### config.mk
export PLATFORM = sky130hd
export DESIGN_NAME = calc_sequencer
export DESIGN_NICKNAME = d
export VERILOG_FILES = /design/src/rtl/calc_sequencer.sv
export SDC_FILE = /design/constraint.sdc
export NUM_CORES = 1
export LEC_CHECK = 0
export BUFFER_PORTS_ARGS = -buffer_cell sky130_fd_sc_hd__buf_4
export CAP_MARGIN = 30
export CORE_MARGIN = 4
export CORE_UTILIZATION = 40
export DETAILED_ROUTE_END_ITERATION = 10
export PLACE_DENSITY = 0.71
export SLEW_MARGIN = 20
export SYNTH_ARGS = -nofsm -noshare
export SYNTH_HDL_FRONTEND = slang
export SYNTH_SLANG_ARGS = --single-unit
export TNS_END_PERCENT = 10
### constraint.sdc
create_clock -name clk_27mhz -period 2.4 [get_ports clk_27mhz]
set_input_delay 0.24 -clock clk_27mhz [delete_from_list [all_inputs] [get_ports clk_27mhz]]
set_output_delay 0.24 -clock clk_27mhz [all_outputs]
set_load 0.05 [all_outputs]
### src/rtl/calc_sequencer.sv
// calc_sequencer: keypad-driven sequencer for an external 8-bit divider.
// Collects two hex operands, launches the divider, shows quotient or
// remainder, and flags divide-by-zero or a divider that never answers.
module calc_sequencer #(
  parameter int TIMEOUT = 64
) (
  input  logic        clk_27mhz,
  input  logic        rst,
  input  logic        key_valid,
  input  logic [3:0]  key_code,
  input  logic        btn_div,
  input  logic        btn_quot,
  input  logic        btn_rem,
  input  logic        btn_clear,
  output logic        div_start,
  output logic [7:0]  dividend,
  output logic [7:0]  divisor,
  input  logic        div_done,
  input  logic [7:0]  quotient,
  input  logic [7:0]  remainder,
  output logic [15:0] disp_value,
  output logic        busy,
  output logic        err
);

  localparam int CW = $clog2(TIMEOUT + 1);
  localparam logic [CW-1:0] CNT_LAST = CW'(TIMEOUT - 1);

  typedef enum logic [2:0] {
    ENTER_A = 3'd0,
    ENTER_B = 3'd1,
    START   = 3'd2,
    WAIT    = 3'd3,
    SHOW    = 3'd4,
    ERROR   = 3'd5
  } state_t;

  state_t        state_r, state_s;
  logic [7:0]    op_a_r, op_a_s;
  logic [7:0]    op_b_r, op_b_s;
  logic [7:0]    quot_r, quot_s;
  logic [7:0]    rem_r, rem_s;
  logic          sel_r, sel_s;
  logic [CW-1:0] cnt_r, cnt_s;
  logic          any_btn_s;
  logic [15:0]   disp_s;

  // Next-state and next-register values; btn_clear overrides everything.
  always_comb begin
    state_s   = state_r;
    op_a_s    = op_a_r;
    op_b_s    = op_b_r;
    quot_s    = quot_r;
    rem_s     = rem_r;
    sel_s     = sel_r;
    cnt_s     = cnt_r;
    any_btn_s = btn_div | btn_quot | btn_rem;
    if (btn_clear) begin
      state_s = ENTER_A;
      op_a_s  = 8'h00;
      op_b_s  = 8'h00;
      quot_s  = 8'h00;
      rem_s   = 8'h00;
      sel_s   = 1'b0;
      cnt_s   = '0;
    end else begin
      case (state_r)
        ENTER_A: begin
          // A button in the same cycle as a key wins and the key is dropped.
          if (btn_div) begin
            state_s = ENTER_B;
            op_b_s  = 8'h00;
          end else if (any_btn_s) begin
            state_s = ENTER_A;
          end else if (key_valid) begin
            op_a_s = {op_a_r[3:0], key_code};
          end else begin
            op_a_s = op_a_r;
          end
        end
        ENTER_B: begin
          if (btn_quot || btn_rem) begin
            sel_s   = ~btn_quot;
            cnt_s   = '0;
            state_s = (op_b_r == 8'h00) ? ERROR : START;
          end else if (any_btn_s) begin
            state_s = ENTER_B;
          end else if (key_valid) begin
            op_b_s = {op_b_r[3:0], key_code};
          end else begin
            op_b_s = op_b_r;
          end
        end
        START: begin
          state_s = WAIT;
          cnt_s   = '0;
        end
        WAIT: begin
          // A done on the final timeout cycle still counts as success.
          if (div_done) begin
            quot_s  = quotient;
            rem_s   = remainder;
            state_s = SHOW;
          end else if (cnt_r == CNT_LAST) begin
            state_s = ERROR;
          end else begin
            cnt_s = cnt_r + CW'(1);
          end
        end
        SHOW: begin
          if (btn_quot) begin
            sel_s = 1'b0;
          end else if (btn_rem) begin
            sel_s = 1'b1;
          end else if (key_valid) begin
            op_a_s  = {4'h0, key_code};
            op_b_s  = 8'h00;
            state_s = ENTER_A;
          end else begin
            state_s = SHOW;
          end
        end
        ERROR: begin
          state_s = ERROR;
        end
        default: begin
          state_s = ENTER_A;
        end
      endcase
    end
  end

  // Display image for the upcoming state, registered below.
  always_comb begin
    disp_s = 16'h0000;
    case (state_s)
      ENTER_A:             disp_s = {8'h00, op_a_s};
      ENTER_B, START, WAIT: disp_s = {op_a_s, op_b_s};
      SHOW:                disp_s = {8'h00, (sel_s ? rem_s : quot_s)};
      ERROR:               disp_s = 16'hEEEE;
      default:             disp_s = 16'h0000;
    endcase
  end

  // State, operand/result registers and registered outputs.
  always_ff @(posedge clk_27mhz) begin
    if (rst) begin
      state_r    <= ENTER_A;
      op_a_r     <= 8'h00;
      op_b_r     <= 8'h00;
      quot_r     <= 8'h00;
      rem_r      <= 8'h00;
      sel_r      <= 1'b0;
      cnt_r      <= '0;
      div_start  <= 1'b0;
      dividend   <= 8'h00;
      divisor    <= 8'h00;
      disp_value <= 16'h0000;
      busy       <= 1'b0;
      err        <= 1'b0;
    end else begin
      state_r    <= state_s;
      op_a_r     <= op_a_s;
      op_b_r     <= op_b_s;
      quot_r     <= quot_s;
      rem_r      <= rem_s;
      sel_r      <= sel_s;
      cnt_r      <= cnt_s;
      div_start  <= (state_s == START);
      dividend   <= op_a_s;
      divisor    <= op_b_s;
      disp_value <= disp_s;
      busy       <= (state_s == START) || (state_s == WAIT);
      err        <= (state_s == ERROR);
    end
  end

endmodule
Word-level counts from Yosys, hierarchy flattened
Cells that the tools add are included.
Storage, ports and cells
  output and inout bits: 35
  flip-flop bits (word level): 62
  logic and storage cells: 84
  bits of input ports: 28
Operators by class
  mux-type cells: 46
  bitwise gates (word level): 3
  reduce and logical (&&, ||, !) cells: 9
  eq/ne operators: 14
  add/sub/neg operators: 1
Operator list (number)
  2-to-1 mux 8 bit: 22
  one-hot mux 16 bit (4 select lines): 1
  2-to-1 mux 3 bit: 11
  one-hot mux 8 bit (3 select lines): 1
  2-to-1 mux 7 bit: 3
  one-hot mux 7 bit (3 select lines): 1
  one-hot mux 3 bit (6 select lines): 1
  one-hot mux 8 bit (2 select lines): 1
  == test 3 x 2 -> 1 bit, second input constant: 4
  == test 3 bit, second input constant: 4
  zero test 8 bit: 1
  adder 7 x 1 -> 7 bit, second input constant: 1
  == test 7 x 6 -> 1 bit, second input constant: 1
  == test 3 x 1 -> 1 bit, second input constant: 2
  zero test 3 bit: 2
  != test 2 bit, second input constant: 3
  2-to-1 mux 1 bit: 4
  AND reduction 4 bit: 1
  nonzero test 3 bit: 1
  OR reduction 3 bit: 1
  logical OR 1 bit: 2
  OR 1 bit: 2
  one-hot mux 1 bit (2 select lines): 1
  OR reduction 2 bit: 1
  inverter 1 bit: 1

Longest topological paths before layout
  depth after elaboration: 9
  gate-level depth with buffers: 9
  mapped depth without buffers: 7

Worst setup path before layout
No wires, ideal clock.
  kind: register to register
  from: register op_b_r[0]
  to: register disp_value[5]
  setup time: 0.138 ns
  stages on the path, launching flop included: 7
  buffers on the path: 0
  required time: 2.262 ns
  slack: 0.369 ns
  clock period less this slack: 2.031 ns
  data arrival time: 1.893 ns
  cells stage by stage: dfxtp_1 nor4_1 a211o_1 a21o_1 nand3b_1 a21boi_1 o221ai_1
Between the ends
  word-level cells in the longest chain between the ends: 8
  elaborated cells between the ends (all ways): 13
  those cells by class: eq/ne (5); mux (5); reduce/logical (3)
Ends and longest elaborated chain
  from (decl): line 40  | logic [7:0] op_b_r, op_b_s;
  from (signal assigned): line 164  | op_b_r <= op_b_s;
  zero test 8 bit (*): line 85  | state_s = (op_b_r == 8'h00) ? ERROR : START;
  2-to-1 mux 3 bit (*): line 85
  2-to-1 mux 3 bit (*): line 82  | if (btn_quot || btn_rem) begin
  one-hot mux 3 bit (6 select lines) (*): line 67  | case (state_r)
  2-to-1 mux 3 bit (*): line 58  | if (btn_clear) begin
  == test 3 x 2 -> 1 bit or == test 3 x 1 -> 1 bit (tied branches): line 136  | case (state_s)
  OR reduction 3 bit: line 136
  one-hot mux 16 bit (4 select lines) (*): line 136
  to (signal assigned): line 172  | disp_value <= disp_s;
  to (decl): line 21  | output logic [15:0] disp_value,
Mark *: on every way between the ends. The rest lies on a longest branch, timed or not.
A chain may end at the register's enable or synchronous reset.

Final worst setup path
  from: register state_r[2]
  to: register disp_value[3]
Between the ends
  word-level cells in the longest chain between the ends: 7
  elaborated cells between the ends (all ways): 35
  those cells by class: eq/ne (10); mux (22); reduce/logical (3)
Ends and longest elaborated chain
  from (decl): line 38  | state_t state_r, state_s;
  from (signal assigned): line 162  | state_r <= state_s;
  2-to-1 mux 3 bit (on tied branches) (2 in series)
  one-hot mux 3 bit (6 select lines): line 67
  2-to-1 mux 3 bit: line 58
  == test 3 x 2 -> 1 bit or == test 3 x 1 -> 1 bit (tied branches): line 136
  OR reduction 3 bit: line 136
  one-hot mux 16 bit (4 select lines) (*): line 136
Marked as above.

==> impl_results.md <==
- Final wirelength: 7302 um
- Met1 wire length: 3220 um
- Startpoint Class: register
- Outcome: finished, final reports clean
- Cell count after synthesis: 302
- Tcrit/Tclk final: 95.10%
- Place WS: 0.08722 ns
- Initial antenna violation count: 0
- DRC viols: 0
- Commonest cells post-synth: 62 x dfxtp_1, 39 x nand2_1, 29 x nor2_1
- Crit path kind: register to register
- GR Util All Layers: 18.16%
- Post-DP HPWL: 5554 um
- Leak: 1.348 nW
- Port Buf Inserts: 62
- Ys Warns: 0
- Critical path buffer and inverter count: 1
- Peak supply drop: 259.6 uV
- Seq/Total Area, Yosys: 44.64%
- Post-Syn Area: 2780 um^2
- Area of the die: 8348 um^2
- Dominant synthesized flop cell: dfxtp_1
- #FFs+latches synth: 62
- # IOs: 63
- Max Cap Violations: 0
- Largest net degree at the start of global routing: 35
- Via count: 2499
- Max Freq: 438.1 MHz
- Width of the die: 91.37 um
- Core area: 6756 um^2
- Antenna-violating nets left: 0
- Antenna Cells: 0
- Family with the most delay on the worst path: compound AO/OA/AOI/OAI gates
- Most numerous cell in the Yosys netlist: dfxtp_1
- Clk Latency, worst-skew pair: 0.34 ns
- Combinational power share: 8.0%
- Vias per std cell: 5.480
- EDFF count, synth: 0
- Async SR Flop Fraction: 0%
- H-Tree Depth: 3
- Clock power frac: 42.8%
- Post-CTS Repair Setup Buffers: 0
- Clk sinks: 62
- Synth-to-Final Area Change: 27.59%
- Worst path max stage delay: 0.40 ns
- Final worst slack: 0.1177 ns
- Initial DRC Count: 160
- Overflow after GRT: 0
- Clock transition at the registers of the reported paths: 0.07 ns
- Num CTS Buffers: 9
- Critical path required time: 2.66 ns
- FF/Latch Area: 1244 um^2
- Crit-path max FO: 9
- Clk buf depth: 2
- Hold Violations, Final: 0
- Multi-input logic area: 1430 um^2
- # nets final: 400
- Critical path endpoint category: register
- CTS tree: built
- PwrDens: 596.9 nW/um^2
- Die height: 91.37 um
- Slowest cell on crit path: or3b_4
- Vias in the first global route: 2481
- Arrival time worst endpoint: 2.54 ns
- DR WL/cell: 16.01 um
- Initial Util: 41.15%
- Hold Path Class: input port to register
- Std-Cell Rows: 30
- Metal2 WL: 3332 um
- RSZ-0062 raised after global routing: no
- Final core occ: 52.50%
- Yosys top cell area share: 44.64%
- Top Metal Used: met4
- Setup Skew: 0.007468 ns
- Internal power: 0.001584 W
- Share of post-route cells with drive strength above 1: 28.99%
- Average size of a mapped cell: 9.206 um^2
- Initial DRT Pass Iterations: 4
- Psw: 0.0005336 W
- Max_slew headroom: 38.32%
- Worst-margin pin slew: 0.9107 ns
- Count of cell types in the netlist: 54
- Syn Nets: 331
- # setup viols final: 0
- CP Cell Sequence: buf_4, or3b_4, a211o_1, o211a_2, a211oi_4, nand2b_1, o221ai_1
- Routability cong.: 0.8125
- Final min period: 2.282 ns
- Hold WS: 0.1506 ns
- Final Slew Violations: 0
- Switching Share: 25.20%
- Met3 wire len: 543 um
- Cell taking the most area after synthesis: dfxtp_1
- First-pass GRT wire length: 11890 um
- Root Buffer: clkbuf_8
- TNS Setup: 0 ns
- FILL cells: 647
- Area contributors post-synth: dfxtp_1 45%, nand2_1 5.3%, mux2i_1 5.0%
- Sequential share of power: 49.1%
-- metrics by stage --
stage | std cells | cell area, um^2 | total power, W
CTS | 456 | 3545 | 0.002133
global route | 456 | 3547 | 0.002190
global placement | 440 | 3346 | 0.001231
floorplan | 302 | 2780 | 0.001162
finish | 456 | 3547 | 0.002117
detailed placement | 440 | 3346 | 0.001233
-- area by class of cell --
| type | count | area share, % |
|---|---|---|
| tap | 80 | 2.822 |
| multi-input combinational | 219 | 40.32 |
| clock buffer | 9 | 3.492 |
| timing repair buffer | 74 | 15.66 |
| sequential | 62 | 35.06 |
| inverter | 5 | 0.5291 |
| clock inverter | 7 | 2.116 |
-- cells in the final DEF (no fill, tap or decap), types with 2 or more instances in the layout --
master	Yosys	routed
nand3b_1	2	2
and2_1	3	3
clkinv_4	0	2
mux4_2	3	3
xor2_1	3	3
a21boi_1	3	3
and3_1	2	2
buf_4	1	74
clkinvlp_4	0	3
nand2b_1	10	10
o21ai_1	4	4
nor2b_1	8	8
a31oi_1	2	2
a2bb2oi_1	3	3
o21ai_0	7	7
inv_1	5	5
a21oi_1	25	25
a22o_1	3	3
nor3_1	3	3
nand2_1	39	39
mux2i_1	14	14
or2_2	3	3
nand4_1	3	3
o221ai_1	7	7
a211o_1	2	2
dfxtp_2	0	2
nand3_1	4	4
a22oi_1	10	10
nor2_1	29	29
dfxtp_1	62	60
a21o_1	2	2
nor4_1	3	3
clkbuf_8	0	9
-- timing repair --
item,4_1_cts,5_1_grt
resized for setup,0,2
hold buffers,0,0
endpoints found under the setup margin,0,12
-- per-layer routing --
layer	vias to the layer above	track usage [%]
met5	-	0
met4	0	6.281
met3	20	5.137
met2	94	29.80
met1	1164	22.79
li1	1221	-
-- worst reg2reg max path: cells and delay by family, from the launching register on --
| family | cells | cell delay, ns |
|---|---|---|
| buf+inv | 1 | 0.19 |
| simple gates | 2 | 0.61 |
| flops | 1 | 0.37 |
| compound gates | 4 | 1.05 |
-- path summary, 6_finish.rpt --
path / start / to / slack (ns) / cells after the start
setup / recovery: state_r[2] / disp_value[3] / 0.12 / 7
hold / removal: btn_clear / div_start / 0.15 / 2
setup reg to reg: state_r[2] / disp_value[3] / 0.12 / 7
hold reg to reg: cnt_r[6] / cnt_r[6] / 0.44 / 2
-- registers in the layout, summed over array words and instances (netlist names) --
register,cells
div_start,1
quot_r,8
cnt_r,7
sel_r,1
state_r,3
err,1
op_b_r,8
disp_value,16
busy,1
op_a_r,8
rem_r,8
-- cell families after synthesis --
group           Yosys count  share of synthesized area (%)
compound gates           76                          18.81
xor+xnor                  5                          1.846
fa+ha+maj                 1                         0.4500
buf+inv                  21                          3.915
flops                    62                          44.64
mux                      18                          7.875
simple gates            119                          22.46
-- power by group through the flow --
| stage | sequential, W | clock [W] | combinational, W |
|---|---|---|---|
| after global placement | 0.00106 | 0 | 0.000168 |
| after floorplan | 0.00108 | 0 | 0.0000862 |
| after global routing | 0.00104 | 0.000967 | 0.000183 |
| after CTS | 0.00104 | 0.000924 | 0.000170 |
| final | 0.00104 | 0.000907 | 0.000170 |
| after detailed placement | 0.00106 | 0 | 0.000169 |
Note: power is estimated with default switching activity, not from simulation.
